## src/rtl/one_to_two_distributor_32bit.sv

```systemverilog
// Registered 1-to-2 distributor: one producer word is steered by Control into
// one of two independent circular queues, each drained by its own valid/ready.
module one_to_two_distributor_32bit_lane #(
  parameter int WIDTH = 32,
  parameter int DEPTH = 2,
  parameter int CNTW  = 8
) (
  input  logic             clk_i,
  input  logic             rst_i,
  input  logic             push_i,
  input  logic [WIDTH-1:0] data_i,
  input  logic             ready_i,
  output logic             full_o,
  output logic             valid_o,
  output logic [WIDTH-1:0] data_o,
  output logic [CNTW-1:0]  count_o
);
  localparam int PW = $clog2(DEPTH);

  logic [WIDTH-1:0] mem_q [DEPTH];
  logic [PW-1:0]    wr_q, wr_d, rd_q, rd_d;
  logic [PW:0]      occ_q, occ_d;
  logic [CNTW-1:0]  cnt_q, cnt_d;
  logic             pop;

  assign valid_o = (occ_q != '0);
  assign full_o  = (occ_q == (PW+1)'(DEPTH));
  assign pop     = valid_o && ready_i;
  assign data_o  = valid_o ? mem_q[rd_q] : '0;
  assign count_o = cnt_q;

  always_comb begin
    wr_d  = wr_q;
    rd_d  = rd_q;
    occ_d = occ_q;
    cnt_d = cnt_q;
    if (push_i) begin
      wr_d  = wr_q + PW'(1);
      cnt_d = cnt_q + CNTW'(1);
    end
    if (pop) rd_d = rd_q + PW'(1);
    // push is only possible when not full, so a concurrent push/pop never overflows
    case ({push_i, pop})
      2'b10:   occ_d = occ_q + (PW+1)'(1);
      2'b01:   occ_d = occ_q - (PW+1)'(1);
      default: occ_d = occ_q;
    endcase
  end

  always_ff @(posedge clk_i) begin
    if (rst_i) begin
      wr_q  <= '0;
      rd_q  <= '0;
      occ_q <= '0;
      cnt_q <= '0;
    end else begin
      wr_q  <= wr_d;
      rd_q  <= rd_d;
      occ_q <= occ_d;
      cnt_q <= cnt_d;
    end
  end

  // Storage survives reset; only the bookkeeping is cleared.
  always_ff @(posedge clk_i) begin
    if (push_i) mem_q[wr_q] <= data_i;
  end
endmodule

module one_to_two_distributor_32bit #(
  parameter int WIDTH = 32,
  parameter int DEPTH = 2,
  parameter int CNTW  = 8
) (
  input  logic             CLK,
  input  logic             Reset,
  input  logic [WIDTH-1:0] DataInput,
  input  logic             Control,
  input  logic             InputValid,
  output logic             InputReady,
  output logic [WIDTH-1:0] ZeroOutput,
  output logic             ZeroValid,
  input  logic             ZeroReady,
  output logic [WIDTH-1:0] OneOutput,
  output logic             OneValid,
  input  logic             OneReady,
  output logic [CNTW-1:0]  ZeroCount,
  output logic [CNTW-1:0]  OneCount
);
  localparam int NUM_LANES = 2;

  logic [NUM_LANES-1:0]            push, full, valid, rdy;
  logic [NUM_LANES-1:0][WIDTH-1:0] dout;
  logic [NUM_LANES-1:0][CNTW-1:0]  cnt;
  logic                            accept;

  assign InputReady = !Reset && (Control ? !full[1] : !full[0]);
  assign accept     = InputValid && InputReady;
  assign rdy        = {OneReady, ZeroReady};

  for (genvar g = 0; g < NUM_LANES; g++) begin : g_lane
    assign push[g] = accept && ((g == 0) ? !Control : Control);

    one_to_two_distributor_32bit_lane #(
      .WIDTH(WIDTH), .DEPTH(DEPTH), .CNTW(CNTW)
    ) u_lane (
      .clk_i   (CLK),
      .rst_i   (Reset),
      .push_i  (push[g]),
      .data_i  (DataInput),
      .ready_i (rdy[g]),
      .full_o  (full[g]),
      .valid_o (valid[g]),
      .data_o  (dout[g]),
      .count_o (cnt[g])
    );
  end

  assign ZeroOutput = dout[0];
  assign OneOutput  = dout[1];
  assign ZeroValid  = valid[0];
  assign OneValid   = valid[1];
  assign ZeroCount  = cnt[0];
  assign OneCount   = cnt[1];
endmodule
```

## config.mk

```make
export PLATFORM = sky130hd
export DESIGN_NAME = one_to_two_distributor_32bit
export DESIGN_NICKNAME = d
export VERILOG_FILES = /design/src/rtl/one_to_two_distributor_32bit.sv
export SDC_FILE = /design/constraint.sdc
export NUM_CORES = 1
export LEC_CHECK = 0
export ABC_CLOCK_PERIOD_IN_PS = 3450
export CORE_AREA = 2 2 118 120
export CTS_CLUSTER_DIAMETER = 40
export DETAILED_ROUTE_END_ITERATION = 8
export DIE_AREA = 0 0 120 122
export PLACE_DENSITY_LB_ADDON = 0.12
export RECOVER_POWER = 50
export SKIP_CTS_REPAIR_TIMING = 1
export SLEW_MARGIN = 20
export SYNTH_ARGS = -nofsm -noshare
export SYNTH_HDL_FRONTEND = slang
export SYNTH_SLANG_ARGS = --single-unit
```

## constraint.sdc

```tcl
create_clock -name CLK -period 3.45 [get_ports CLK]
set_input_delay 0.8625 -clock CLK [delete_from_list [all_inputs] [get_ports CLK]]
set_output_delay 0.8625 -clock CLK [all_outputs]
set_load 0.05 [all_outputs]
```

=== Word-level counts from Yosys, hierarchy flattened ===
Memories as Yosys holds them, arrays and structs flattened. A register that Yosys moved wholly into a read port is not among the register bits.
Cells that the tools add are included.

* $add $sub $neg: 10
* Multiply operators: 0
* Reduce and logical (&&, ||, !) cells: 14
* Div/mod/pow operators: 0
* Multiplexer cells: 13
* Bitwise logic cells: 0
* Equality and inequality tests: 6
* Order comparisons: 0
* Shift operators: 0

{| class="wikitable"
|+ Operators by type and width
! operator !! number
|-
| $mux W32 || 2
|-
| $add A8 B1 Y8 const B || 2
|-
| $mux W1 || 9
|-
| $eq A2 B2 Y1 const B || 4
|-
| $pmux W2 S2 || 2
|-
| $reduce_bool A2 Y1 || 4
|-
| $logic_and A1 B1 Y1 || 6
|-
| $add A1 B1 Y1 const B || 4
|-
| $add A2 B1 Y2 const B || 2
|-
| $eq A2 B1 Y1 const B || 2
|-
| $logic_not A1 Y1 || 4
|-
| $sub A2 B1 Y2 const B || 2
|}

* Bits in registers: 24
* Logic and storage cells: 53
* Memory bits (writable): 128
* Output and inout port bits: 83
* ROM bits: 0
* Bits in latches: 0
* Memories kept: 2
* Bits of input ports: 38

{| class="wikitable"
|+ Memory list
! memory !! depth !! width !! read ports !! clocked after Yosys merged registers in !! wr ports !! line !! text
|-
| g_lane[0].u_lane.mem_q || 2 || 32 || 1 || 1 || 1 || 20 || <nowiki>logic [WIDTH-1:0] mem_q [DEPTH];</nowiki>
|-
| g_lane[1].u_lane.mem_q || 2 || 32 || 1 || 1 || 1 || 20 ||
|}

=== Longest topological paths before layout ===
* Depth after elaboration: 8
* Gate-level depth with buffers: 8
* Depth with buffers taken out: 7

=== Modules after synthesis ===
A second synthesis with hierarchy kept.

* Cells, all modules: 399
* Area, all modules: 5955.7 µm²

{| class="wikitable"
|+ By module, submodules not included
! module !! area an instance (µm²) !! cells an instance !! times used !! seq. area each (µm²)
|-
| one_to_two_distributor_32bit_lane || 2955.3 || 197 || 2 || 2182.1
|-
| one_to_two_distributor_32bit || 45.0 || 5 || 1 || 0.0
|}

=== Worst setup path before layout ===
OpenSTA, ideal clock, no wires.

* Path kind: input -> register
* Start point: in Reset
* End point: mem g_lane[1].u_lane.mem_q[0][0] (enable)
* Path buffers: 1
* Arrival: 2.899 ns
* Slack: 0.130 ns
* Setup time: 0.421 ns
* Data required time: 3.029 ns
* Cell stages on the path: 5
* Path through: nand2b_1 buf_2 nor3b_4 inv_1 nor2_1

* Longest elaborated chain between the ends: 6

{| class="wikitable"
|+ Ends and longest elaborated chain
! what !! line !! text
|-
| from (decl) || 76 || <nowiki>input logic Reset,</nowiki>
|-
| $logic_not A1 Y1 || 97 || <nowiki>assign InputReady = !Reset && (Control ? !full[1] : !full[0]);</nowiki>
|-
| $logic_and A1 B1 Y1 || 97 ||
|-
| $logic_and A1 B1 Y1 || 98 || <nowiki>assign accept = InputValid && InputReady;</nowiki>
|-
| $logic_and A1 B1 Y1 || 102 || <nowiki>assign push[g] = accept && ((g == 0) ? !Control : Control);</nowiki>
|-
| $mux W1 || 66 || <nowiki>if (push_i) mem_q[wr_q] <= data_i;</nowiki>
|-
| $mux W1 (not written as such) || 66 ||
|-
| to (decl) || 20 ||
|}

Every way passes these cells.

=== Worst setup path after layout ===
* Start point: reg g_lane[0].u_lane.occ_q[0]
* End point: out ZeroOutput[6]

* Longest elaborated chain between the ends: 2

{| class="wikitable"
|+ Ends and longest elaborated chain
! what !! line !! text
|-
| from (decl) || 22 || <nowiki>logic [PW:0] occ_q, occ_d;</nowiki>
|-
| from (signal assigned) || 54 || <nowiki>occ_q <= '0;</nowiki>
|-
| from (signal assigned) || 59 || <nowiki>occ_q <= occ_d;</nowiki>
|-
| $reduce_bool A2 Y1 || 26 || <nowiki>assign valid_o = (occ_q != '0);</nowiki>
|-
| $mux W32 || 29 || <nowiki>assign data_o = valid_o ? mem_q[rd_q] : '0;</nowiki>
|-
| to (decl) || 81 || <nowiki>output logic [WIDTH-1:0] ZeroOutput,</nowiki>
|}

Every way passes these cells.

==> impl_metrics.py <==
metrics = {
    "timing": {
        "hold_violations": 0,
        "setup_tns_ns": 0,
        "maxSlewViolCount": 0,
        "min_period_ns": 3.27,
        "skew_ns": 0.0176,
        "whs_ns": 0.510,
        "relSlewSlack_pct": 22.1,
        "worst_slew_pin_slew_ns": 1.17,
        "rsz0062_at_grt": "no",
        "setup_ws_ns": 0.183,
        "fin_crit_sh_pct": 94.7,
        "max_freq_mhz": 306,
        "setup-violations-final": 0,
    },
    "synth": {
        "synthesis.area_sq_um": 6000,
        "synth_edf_count": 128,
        "async_flop_share_pct": 0,
        "synth_warnings": 0,
        "synth.distinct_cells": 28,
        "ys.flop_type": "edfxtp_1",
        "syn_nets": 449,
        "ys_seq_area_share_pct": 72.7,
        "netlist_instances": 407,
        "ys_ff_latch": 154,
        "syn_area_per_cell_sq_um": 14.8,
    },
    "clocking": {
        "cts_buffer_depth": 2,
        "clkLatencyLatePin_ns": 0.41,
        "cts.sinks": 154,
        "cts-root-buf": "clkbuf_16",
        "cts_buffers": 17,
        "htreeDepth": 4,
        "cts_tree": "built",
        "clk_pin_slew_ns": 0.06,
    },
    "cells_and_area": {
        "final_common_cell": "edfxtp_1",
        "area_delta_synth_final_pct": 34.5,
        "layout_common_cells": "128 x edfxtp_1, 90 x nor2_1, 83 x clkdlybuf4s50_1, 66 x mux2i_1, 36 x dlygate4sd3_1",
        "multiInputGateArea_sq_um": 1550,
        "fillerInstances": 1077,
        "nets": 580,
        "antenna-diode-count": 0,
        "drive_gt1_share_pct": 8.35,
        "seq_area_sq_um": 4370,
    },
    "grt": {
        "antenna_found_initial": 0,
        "grt_pass1_wl_um": 19100,
        "grt_pass1_vias": 3475,
        "grt_overflow": 0,
        "grt_use_total_pct": 17.3,
        "grt_max_degree": 34,
    },
    "setup_path": {
        "required_ns": 2.59,
        "slowest_stage": "clkdlybuf4s50_1",
        "worst_path_largest_cell_delay_ns": 0.75,
        "critical_path_class": "reg -> out",
        "endpoint_kind": "output pin",
        "arrival_ns": 2.40,
        "cp_max_fo": 16,
        "start_kind": "register",
        "crit_chain": "nor2_2 > nor2_1 > clkdlybuf4s50_1",
    },
    "run": {
        "drv_cap": 0,
    },
    "placement": {
        "pre_cts_ws_ns": 0.344,
        "gp_congestion": 0.795,
        "hpwl_um": 7660,
        "io_buffers": 120,
    },
    "floorplan": {
        "core_area_sq_um": 13500,
        "die-area_sq_um": 14600,
        "std_cell_rows": 43,
        "initial_core_util_pct": 44.5,
        "die_height_um": 122,
        "fp.dieW_um": 120,
        "pin_count": 121,
    },
    "power_and_ir_drop": {
        "p_int_mw": 3.62,
        "power_frac_comb_pct": 26.8,
        "ir_drop_mv": 0.339,
        "p_seq_share_pct": 39.7,
        "p_clk_share_pct": 33.5,
        "p_leak_nw": 2.62,
        "switching_share_pct": 32.2,
        "finalPower_mw": 5.34,
        "powerDensity_nw_per_um2": 661,
        "netSwitchingPower_mw": 1.72,
    },
    "drt": {
        "antenna_left": 0,
        "initialDrtViolationCount": 150,
        "wl_per_cell_um": 17.0,
        "wl_um": 12400,
        "route.vias.total": 3630,
        "viasPerCell": 4.97,
        "drc": 0,
        "dr.pass1.iters": 4,
    },
    "min_path": {
        "hp-class": "reg -> reg",
    },
    "outcome": {
        "status": "finished clean",
    },
}
[power groups by stage]
stage	Clock [mW]	Combinational (mW)	Sequential, mW
floorplan	0	0.940	2.14
global placement	0	1.44	2.15
detailed placement	0	1.45	2.15
CTS	1.82	1.45	2.12
global route	1.91	1.51	2.12
finish	1.79	1.43	2.12
[state kept, by name (all words and copies together) (netlist names), named ones only]
| name | cells |
|---|---|
| g_lane.u_lane.count_o | 16 |
| g_lane.u_lane.mem_q | 128 |
| g_lane.u_lane.occ_q | 4 |
| g_lane.u_lane.rd_q | 2 |
| g_lane.u_lane.wr_q | 2 |
[routing by layer]
metal  track usage [%]  share of wire [%]
met1              23.3                 45
met2              27.6                 49
met3              4.73                5.1
met4              5.29               0.82
met5                 0                  0
[cell usage after synthesis, drive strengths merged (2+ instances only)]
| cell type | n | share of area, % |
|---|---|---|
| edfxtp | 128 | 64 |
| nor2 | 94 | 5.9 |
| mux2i | 66 | 11 |
| dfxtp | 26 | 8.7 |
| xnor2 | 16 | 2.3 |
| clkbuf | 11 | 0.69 |
| buf | 10 | 0.94 |
| nor4 | 7 | 0.73 |
| nand2 | 6 | 0.38 |
| xor2 | 6 | 0.88 |
| and2 | 4 | 0.42 |
| ha | 4 | 0.83 |
| inv | 4 | 0.25 |
| nand3 | 4 | 0.33 |
| nand4 | 3 | 0.31 |
| or3 | 3 | 0.31 |
| a21oi | 2 | 0.17 |
| nand2b | 2 | 0.21 |
| nor2b | 2 | 0.21 |
| o21ai | 2 | 0.17 |
[critical path: cells and delay by family (launching register included)]
kind	cells	cell delay [ns]
flip-flops	1	0.42
AND/OR/NAND/NOR	2	0.83
buffers and inverters	1	0.75
[final cells by class]
type                       instances  share of cell area [%]
clock buffer                      18                    5.31
tap                              180                    2.79
inverter                           4                   0.186
sequential                       154                    54.1
clock inverter                    14                    1.81
timing repair buffer             132                    16.7
multi-input combinational        229                    19.1
[path summary, 6_finish.rpt]
kind	slack, ns	startpoint	endpoint	depth (start not counted)
max	0.18	g_lane[0].u_lane.occ_q[0]	ZeroOutput[6]	3
min	0.51	g_lane[1].u_lane.rd_q	register	2
max reg2reg	0.89	g_lane[0].u_lane.occ_q[0]	g_lane[0].u_lane.mem_q[0][12]	4
min reg2reg	0.51	g_lane[1].u_lane.rd_q	register	2
[metrics by stage]
| stage | instances | cell area (sq um) | util, % |
|---|---|---|---|
| final | 731 | 8080 | 59.8 |
| after global routing | 731 | 8080 | 59.8 |
| after CTS | 730 | 8110 | 60.1 |
| after detailed placement | 698 | 7540 | 55.8 |
| after global placement | 698 | 7540 | 55.8 |
| after floorplan | 407 | 6000 | - |
[cells by family (layout without fill, tap and decap cells)]
| logic type | after synthesis | after routing | share of synthesized area (%) |
|---|---|---|---|
| compound gates | 5 | 5 | 0.459 |
| xor+xnor | 22 | 22 | 3.21 |
| fa+ha+maj | 4 | 4 | 0.834 |
| buf+inv | 25 | 168 | 1.88 |
| flops | 154 | 154 | 72.7 |
| mux | 66 | 66 | 11.0 |
| simple gates | 131 | 132 | 9.92 |
(Power assumes the default switching activity.)
